==> src/rtl/mipi_img_window.sv <==
// Crops a rectangular window out of a deserialized MIPI pixel stream and measures
// the incoming line/frame geometry. Everything runs in the img_clk domain.
module mipi_img_window #(
    parameter int DATA_WIDTH = 10,
    parameter int DIM_WIDTH  = 16
) (
    input  logic                  img_clk,
    input  logic                  reset,
    input  logic                  enable,
    input  logic [DATA_WIDTH-1:0] dati,
    input  logic                  dvi,
    input  logic                  lvi,
    input  logic                  fvi,
    input  logic [DIM_WIDTH-1:0]  col_start,
    input  logic [DIM_WIDTH-1:0]  num_cols,
    input  logic [DIM_WIDTH-1:0]  row_start,
    input  logic [DIM_WIDTH-1:0]  num_rows,
    output logic [DATA_WIDTH-1:0] dato,
    output logic                  dvo,
    output logic                  lvo,
    output logic                  fvo,
    output logic [DIM_WIDTH-1:0]  meas_cols,
    output logic [DIM_WIDTH-1:0]  meas_rows,
    output logic [DIM_WIDTH-1:0]  frame_count
);

    typedef enum logic [1:0] {
        ST_DISARMED = 2'd0,
        ST_ARMED    = 2'd1,
        ST_FRAME    = 2'd2
    } state_t;

    localparam logic [DIM_WIDTH-1:0] DIM_MAX = '1;

    state_t state_q, state_d;

    logic                  fvi_q, lvi_q;
    logic                  en_q, en_d;
    logic [DIM_WIDTH-1:0]  col_start_q, col_start_d;
    logic [DIM_WIDTH-1:0]  num_cols_q, num_cols_d;
    logic [DIM_WIDTH-1:0]  row_start_q, row_start_d;
    logic [DIM_WIDTH-1:0]  num_rows_q, num_rows_d;
    logic [DIM_WIDTH-1:0]  col_cnt_q, col_cnt_d;
    logic [DIM_WIDTH-1:0]  row_cnt_q, row_cnt_d;
    logic [DATA_WIDTH-1:0] dato_q, dato_d;
    logic                  dvo_q, dvo_d;
    logic                  lvo_q, lvo_d;
    logic                  fvo_q, fvo_d;
    logic [DIM_WIDTH-1:0]  meas_cols_q, meas_cols_d;
    logic [DIM_WIDTH-1:0]  meas_rows_q, meas_rows_d;
    logic [DIM_WIDTH-1:0]  frame_count_q, frame_count_d;

    logic frame_start, frame_end;
    logic in_frame, latch_win, frame_done;
    logic line_start, line_end, frame_act, pix_ok;
    logic row_hit, col_hit, win_ok;
    logic [DIM_WIDTH-1:0] col_cur, row_after_line;

    assign frame_start = fvi & ~fvi_q;
    assign frame_end   = ~fvi & fvi_q;

    // ---------------- FSM: state register ----------------
    always_ff @(posedge img_clk) begin
        if (reset) begin
            state_q <= ST_DISARMED;
        end else begin
            state_q <= state_d;
        end
    end

    // ---------------- FSM: next state ----------------
    always_comb begin
        state_d = state_q;
        case (state_q)
            ST_DISARMED: if (!fvi)        state_d = ST_ARMED;
            ST_ARMED:    if (frame_start) state_d = ST_FRAME;
            ST_FRAME:    if (frame_end)   state_d = ST_ARMED;
            default:                      state_d = ST_DISARMED;
        endcase
    end

    // ---------------- FSM: decoded outputs ----------------
    always_comb begin
        in_frame   = (state_q == ST_FRAME);
        latch_win  = (state_q == ST_ARMED) & frame_start;
        frame_done = in_frame & frame_end;
    end

    // ---------------- datapath next-state ----------------
    always_comb begin
        line_start = in_frame & lvi & ~lvi_q;
        line_end   = in_frame & ~lvi & lvi_q;
        // The frame-end cycle already counts as outside the frame for pixels and lvo.
        frame_act  = in_frame & fvi;
        pix_ok     = frame_act & lvi & dvi;

        en_d        = latch_win ? enable    : en_q;
        col_start_d = latch_win ? col_start : col_start_q;
        num_cols_d  = latch_win ? num_cols  : num_cols_q;
        row_start_d = latch_win ? row_start : row_start_q;
        num_rows_d  = latch_win ? num_rows  : num_rows_q;

        col_cur   = line_start ? '0 : col_cnt_q;
        col_cnt_d = col_cur;
        if (pix_ok && (col_cur != DIM_MAX)) begin
            col_cnt_d = col_cur + DIM_WIDTH'(1);
        end

        row_after_line = row_cnt_q;
        if (line_end && (row_cnt_q != DIM_MAX)) begin
            row_after_line = row_cnt_q + DIM_WIDTH'(1);
        end
        row_cnt_d = latch_win ? '0 : row_after_line;

        // Window bounds are evaluated one bit wider so start+size never wraps.
        row_hit = ({1'b0, row_cnt_q} >= {1'b0, row_start_q}) &&
                  ({1'b0, row_cnt_q} <  ({1'b0, row_start_q} + {1'b0, num_rows_q}));
        col_hit = ({1'b0, col_cur} >= {1'b0, col_start_q}) &&
                  ({1'b0, col_cur} <  ({1'b0, col_start_q} + {1'b0, num_cols_q}));
        win_ok  = en_q & (|num_cols_q) & (|num_rows_q);

        dvo_d  = pix_ok & row_hit & col_hit & win_ok;
        lvo_d  = frame_act & lvi & row_hit & win_ok;
        fvo_d  = fvi & (state_d == ST_FRAME) & en_d;
        dato_d = dvo_d ? dati : dato_q;

        meas_cols_d   = line_end   ? col_cnt_q      : meas_cols_q;
        meas_rows_d   = frame_done ? row_after_line : meas_rows_q;
        frame_count_d = frame_done ? frame_count_q + DIM_WIDTH'(1) : frame_count_q;
    end

    // ---------------- datapath registers ----------------
    always_ff @(posedge img_clk) begin
        if (reset) begin
            fvi_q         <= 1'b0;
            lvi_q         <= 1'b0;
            en_q          <= 1'b0;
            col_start_q   <= '0;
            num_cols_q    <= '0;
            row_start_q   <= '0;
            num_rows_q    <= '0;
            col_cnt_q     <= '0;
            row_cnt_q     <= '0;
            dato_q        <= '0;
            dvo_q         <= 1'b0;
            lvo_q         <= 1'b0;
            fvo_q         <= 1'b0;
            meas_cols_q   <= '0;
            meas_rows_q   <= '0;
            frame_count_q <= '0;
        end else begin
            fvi_q         <= fvi;
            lvi_q         <= lvi;
            en_q          <= en_d;
            col_start_q   <= col_start_d;
            num_cols_q    <= num_cols_d;
            row_start_q   <= row_start_d;
            num_rows_q    <= num_rows_d;
            col_cnt_q     <= col_cnt_d;
            row_cnt_q     <= row_cnt_d;
            dato_q        <= dato_d;
            dvo_q         <= dvo_d;
            lvo_q         <= lvo_d;
            fvo_q         <= fvo_d;
            meas_cols_q   <= meas_cols_d;
            meas_rows_q   <= meas_rows_d;
            frame_count_q <= frame_count_d;
        end
    end

    assign dato        = dato_q;
    assign dvo         = dvo_q;
    assign lvo         = lvo_q;
    assign fvo         = fvo_q;
    assign meas_cols   = meas_cols_q;
    assign meas_rows   = meas_rows_q;
    assign frame_count = frame_count_q;

endmodule

==> config.mk <==
export PLATFORM = sky130hd
export DESIGN_NAME = mipi_img_window
export DESIGN_NICKNAME = d
export VERILOG_FILES = /design/src/rtl/mipi_img_window.sv
export SDC_FILE = /design/constraint.sdc
export NUM_CORES = 1
export LEC_CHECK = 0
export ABC_AREA = 1
export CAP_MARGIN = 5
export CORE_ASPECT_RATIO = 2
export CORE_MARGIN = 10
export CORE_UTILIZATION = 55
export CTS_CLUSTER_SIZE = 40
export DETAILED_ROUTE_END_ITERATION = 12
export GPL_TIMING_DRIVEN = 0
export PLACE_DENSITY = 0.81
export SETUP_SLACK_MARGIN = 0.05
export SLEW_MARGIN = 0
export SYNTH_ARGS = -nofsm -noshare
export SYNTH_HDL_FRONTEND = slang
export SYNTH_SLANG_ARGS = --single-unit
==> constraint.sdc <==
create_clock -name img_clk -period 3.7 [get_ports img_clk]
set_clock_uncertainty 0.05 [all_clocks]
set_input_delay 0.555 -clock img_clk [delete_from_list [all_inputs] [get_ports img_clk]]
set_output_delay 0.555 -clock img_clk [all_outputs]
set_load 0.02 [all_outputs]
==> impl_metrics.json, run 1 <==
{
  "multi_input_area_mm2": 0.00553,
  "ys_types": 53,
  "hold_buffers": 0,
  "clkTransAtPathRegs_ns": 0.06,
  "numPlacedInstances": 1646,
  "hold_class": "reg -> reg",
  "wirelength_mm": 30.2,
  "finalNonFillerCells": 1683,
  "hold_viol_final": 0,
  "core_mm2": 0.0172,
  "fillers": 1429,
  "total_power_mw": 4.34,
  "port_buffers": 140,
  "worst_ep_required_time_ns": 3.98,
  "crit_path_end_kind": "flop",
  "yosysSeqAreaShare_pct": 34.0,
  "drt-wirelength-per-cell_um": 18.0,
  "p_leak_nw": 5.10,
  "ant_nets": 0,
  "powerDensity_mw_per_mm2": 360,
  "n_antenna_cell": 0,
  "grt_usage_pct": 25.3,
  "netlist_area_mm2": 0.00955,
  "vias": 9335,
  "syn2layout_area_growth_pct": 26.1,
  "cts_tree": "built",
  "root_buffer": "clkbuf_16",
  "crit_family": "adder cells",
  "cp_cell_sequence": "ha_2, fa_1, nand3_1, nand2_2, a21boi_2, o21ai_2, inv_1, o21ai_0, xnor2_1, ha_1, a21oi_1, o31a_1, nand2_1, nand3_1, nand2_1, nand2_1, nand2_2, nor2_4, buf_12, nor2_1, nor2_1",
  "grt_max_degree": 17,
  "synth_ff_type": "dfxtp_1",
  "die_y_um": 206,
  "num_io_pins": 141,
  "synth-edff-count": 0,
  "die-area_mm2": 0.0233,
  "min_period_ns": 3.48,
  "status": "finished, final reports clean",
  "path_class": "reg -> reg",
  "worst_path_max_delay_cell": "fa_1",
  "final_nets": 1639,
  "crit_top_cell": "nand2_1",
  "ys_seq_elements": 162,
  "min_period_over_period_pct": 94.1,
  "drtIter0Drc": 516,
  "clk_latency_ns": 0.44,
  "pre_cts_slack_ns": -0.138,
  "critical_path_buf_inv_count": 2,
  "post_route_cells_drive_above_1_share_pct": 7.33,
  "setup_viol": 0,
  "gp_congestion": 0.976,
  "async_reset_ff_share_pct": 0,
  "syn_area_per_cell_um2": 7.37,
  "viasPerCell": 5.55,
  "cts.path.max_buffers": 2,
  "seq_area_mm2": 0.00324,
  "cts.sinks": 162,
  "max_freq_mhz": 287,
  "syn_nets": 1475,
  "antenna_found_initial": 0,
  "ys_warn_count": 0,
  "worst_path_largest_cell_delay_ns": 0.41,
  "placementRows": 68,
  "firstDrtPassIters": 8,
  "tightestPinTransition_ns": 0.674,
  "first_global_vias": 9505,
  "drc": 0,
  "maxCapViolCount": 0,
  "peakVddDrop_v": 0.000327,
  "cp-start-kind": "flop",
  "layout_setup_ws_ns": 0.217,
  "relSlewSlack_pct": 55.1,
  "postSynthCellCount": 1296,
  "start_util_pct": 55.5,
  "critical_path.max_fanout": 10,
  "finalMaxSlewViolations": 0,
  "htree_levels": 4,
  "gr-total-overflow": 0,
  "die_w_um": 113,
  "cts_made_buffers": 17,
  "dp_hpwl_mm": 23.9,
  "grt_setup_unrepaired": "yes",
  "arrival_ns": 3.76,
  "final_util_pct": 70.0,
  "fin_setup_tns_ns": 0,
  "grt_pass1_wl_mm": 47.0
}
cells in the final DEF, fill, tap and decap left out, types with 6 or more instances in the layout:
cell             instances
a21oi_1                148
clkbuf_1                32
clkbuf_16               17
clkdlybuf4s50_1        140
dfxtp_1                162
ha_1                    93
inv_1                  184
nand2_1                178
nand2_2                 10
nand3_1                 52
nand4_1                 19
nor2_1                 130
nor2_2                   7
nor2_4                   6
nor3_1                  22
nor3_2                   7
o211ai_1                18
o21ai_0                106
o21ai_1                  6
xnor2_1                 21
xor2_1                  25
metrics by stage:
step / hold slack, ns / area (µm²)
3_5_place_dp: 0.415 / 11200
3_3_place_gp: 0.413 / 11200
6_report: 0.422 / 12000
4_1_cts: 0.424 / 11900
5_1_grt: 0.441 / 12000
2_1_floorplan: 0.394 / 9550
registers in the layout, summed over array words and instances (netlist names):
signal       cells
col_start_q     16
meas_cols       16
col_cnt_q       16
meas_rows       16
lvo              1
en_q             1
num_cols_q      16
dvo              1
row_cnt_q       16
fvo              1
dato            10
num_rows_q      16
state_q          2
lvi_q            1
fvi_q            1
frame_count     16
row_start_q     16
worst paths after layout:
check / startpoint / end / slack, ns / cells after the start
hold reg to reg: num_rows_q[8] / num_rows_q[8] / 0.42 / 2
setup reg to reg: row_start_q[0] / dato[9] / 0.22 / 21
hold / removal: num_rows_q[8] / num_rows_q[8] / 0.42 / 2
setup / recovery: row_start_q[0] / dato[9] / 0.22 / 21
Yosys cell counts (3+ instances only):
library cell	count	area, µm²
o211ai_1	18	135
xor2_1	25	219
clkbuf_1	30	113
nand2_1	181	679
dfxtp_1	162	3240
a21o_1	3	22.5
xnor2_1	22	193
ha_1	97	1210
o21ai_0	106	531
nor2_4	6	67.6
nor2_1	131	492
nand3_1	53	265
inv_2	5	18.8
nor4_1	4	25.0
nand4_1	19	119
inv_1	184	691
nor2_2	6	37.5
buf_1	5	18.8
nand2_2	7	43.8
nor3_1	22	110
o21ai_1	9	45.0
nor3_2	7	70.1
a21oi_1	152	761
a31oi_1	4	25.0
nand4_2	3	37.5
final cells by class:
cell class	instances	share of cell area, %
plain buffers	38	1.39
clock buffers	21	3.83
clock inverters	11	1.43
inverters	191	5.98
multi-input cells	905	46.0
flip-flops and latches	162	26.9
well taps	210	2.18
repair buffers	145	12.3
worst min-delay path, delay by kind of cell, from the launching register on:
family | cells | cell delay, ns
flip-flops | 1 | 0.31
buffers and inverters | 1 | 0.06
AO/OA/AOI/OAI | 1 | 0.05
metal layers:
layer  GRT usage (%)  part of all wire [%]
met2            50.9                    58
met5               0                     0
met4            15.8                   6.4
met3            2.96                   3.2
met1            22.8                    33
power by group:
| group | total (mW) | internal (mW) | switching [mW] |
|---|---|---|---|
| clock | 1.91 | 1.17 | 0.737 |
| combinational | 0.610 | 0.258 | 0.353 |
| sequential | 1.82 | 1.79 | 0.0317 |
| total | 4.34 | 3.22 | 1.12 |
kinds of logic after synthesis:
kind of cell / synth area share, %
and+or+nand+nor: 21.9
AOI/OAI and AO/OA: 17.3
buffers and inverters: 9.29
DFF: 34.0
adders and majority gates: 13.1
xor gates and xnor gates: 4.31
muxes: 0.105
what timing repair did:
item	in CTS	in global routing
buffers inserted	3	2
pin swaps	3	8
endpoints found under the setup margin	10	11
cloned	0	0
resized for setup	4	24
(Power assumes the default switching activity.)
==> inputs of run 2 (changes only) <==
Settings changed: CAP_MARGIN 5 to 20.
==> results of run 2 <==
Same layout as run 1: the final DEF is identical, and so are final timing and power.
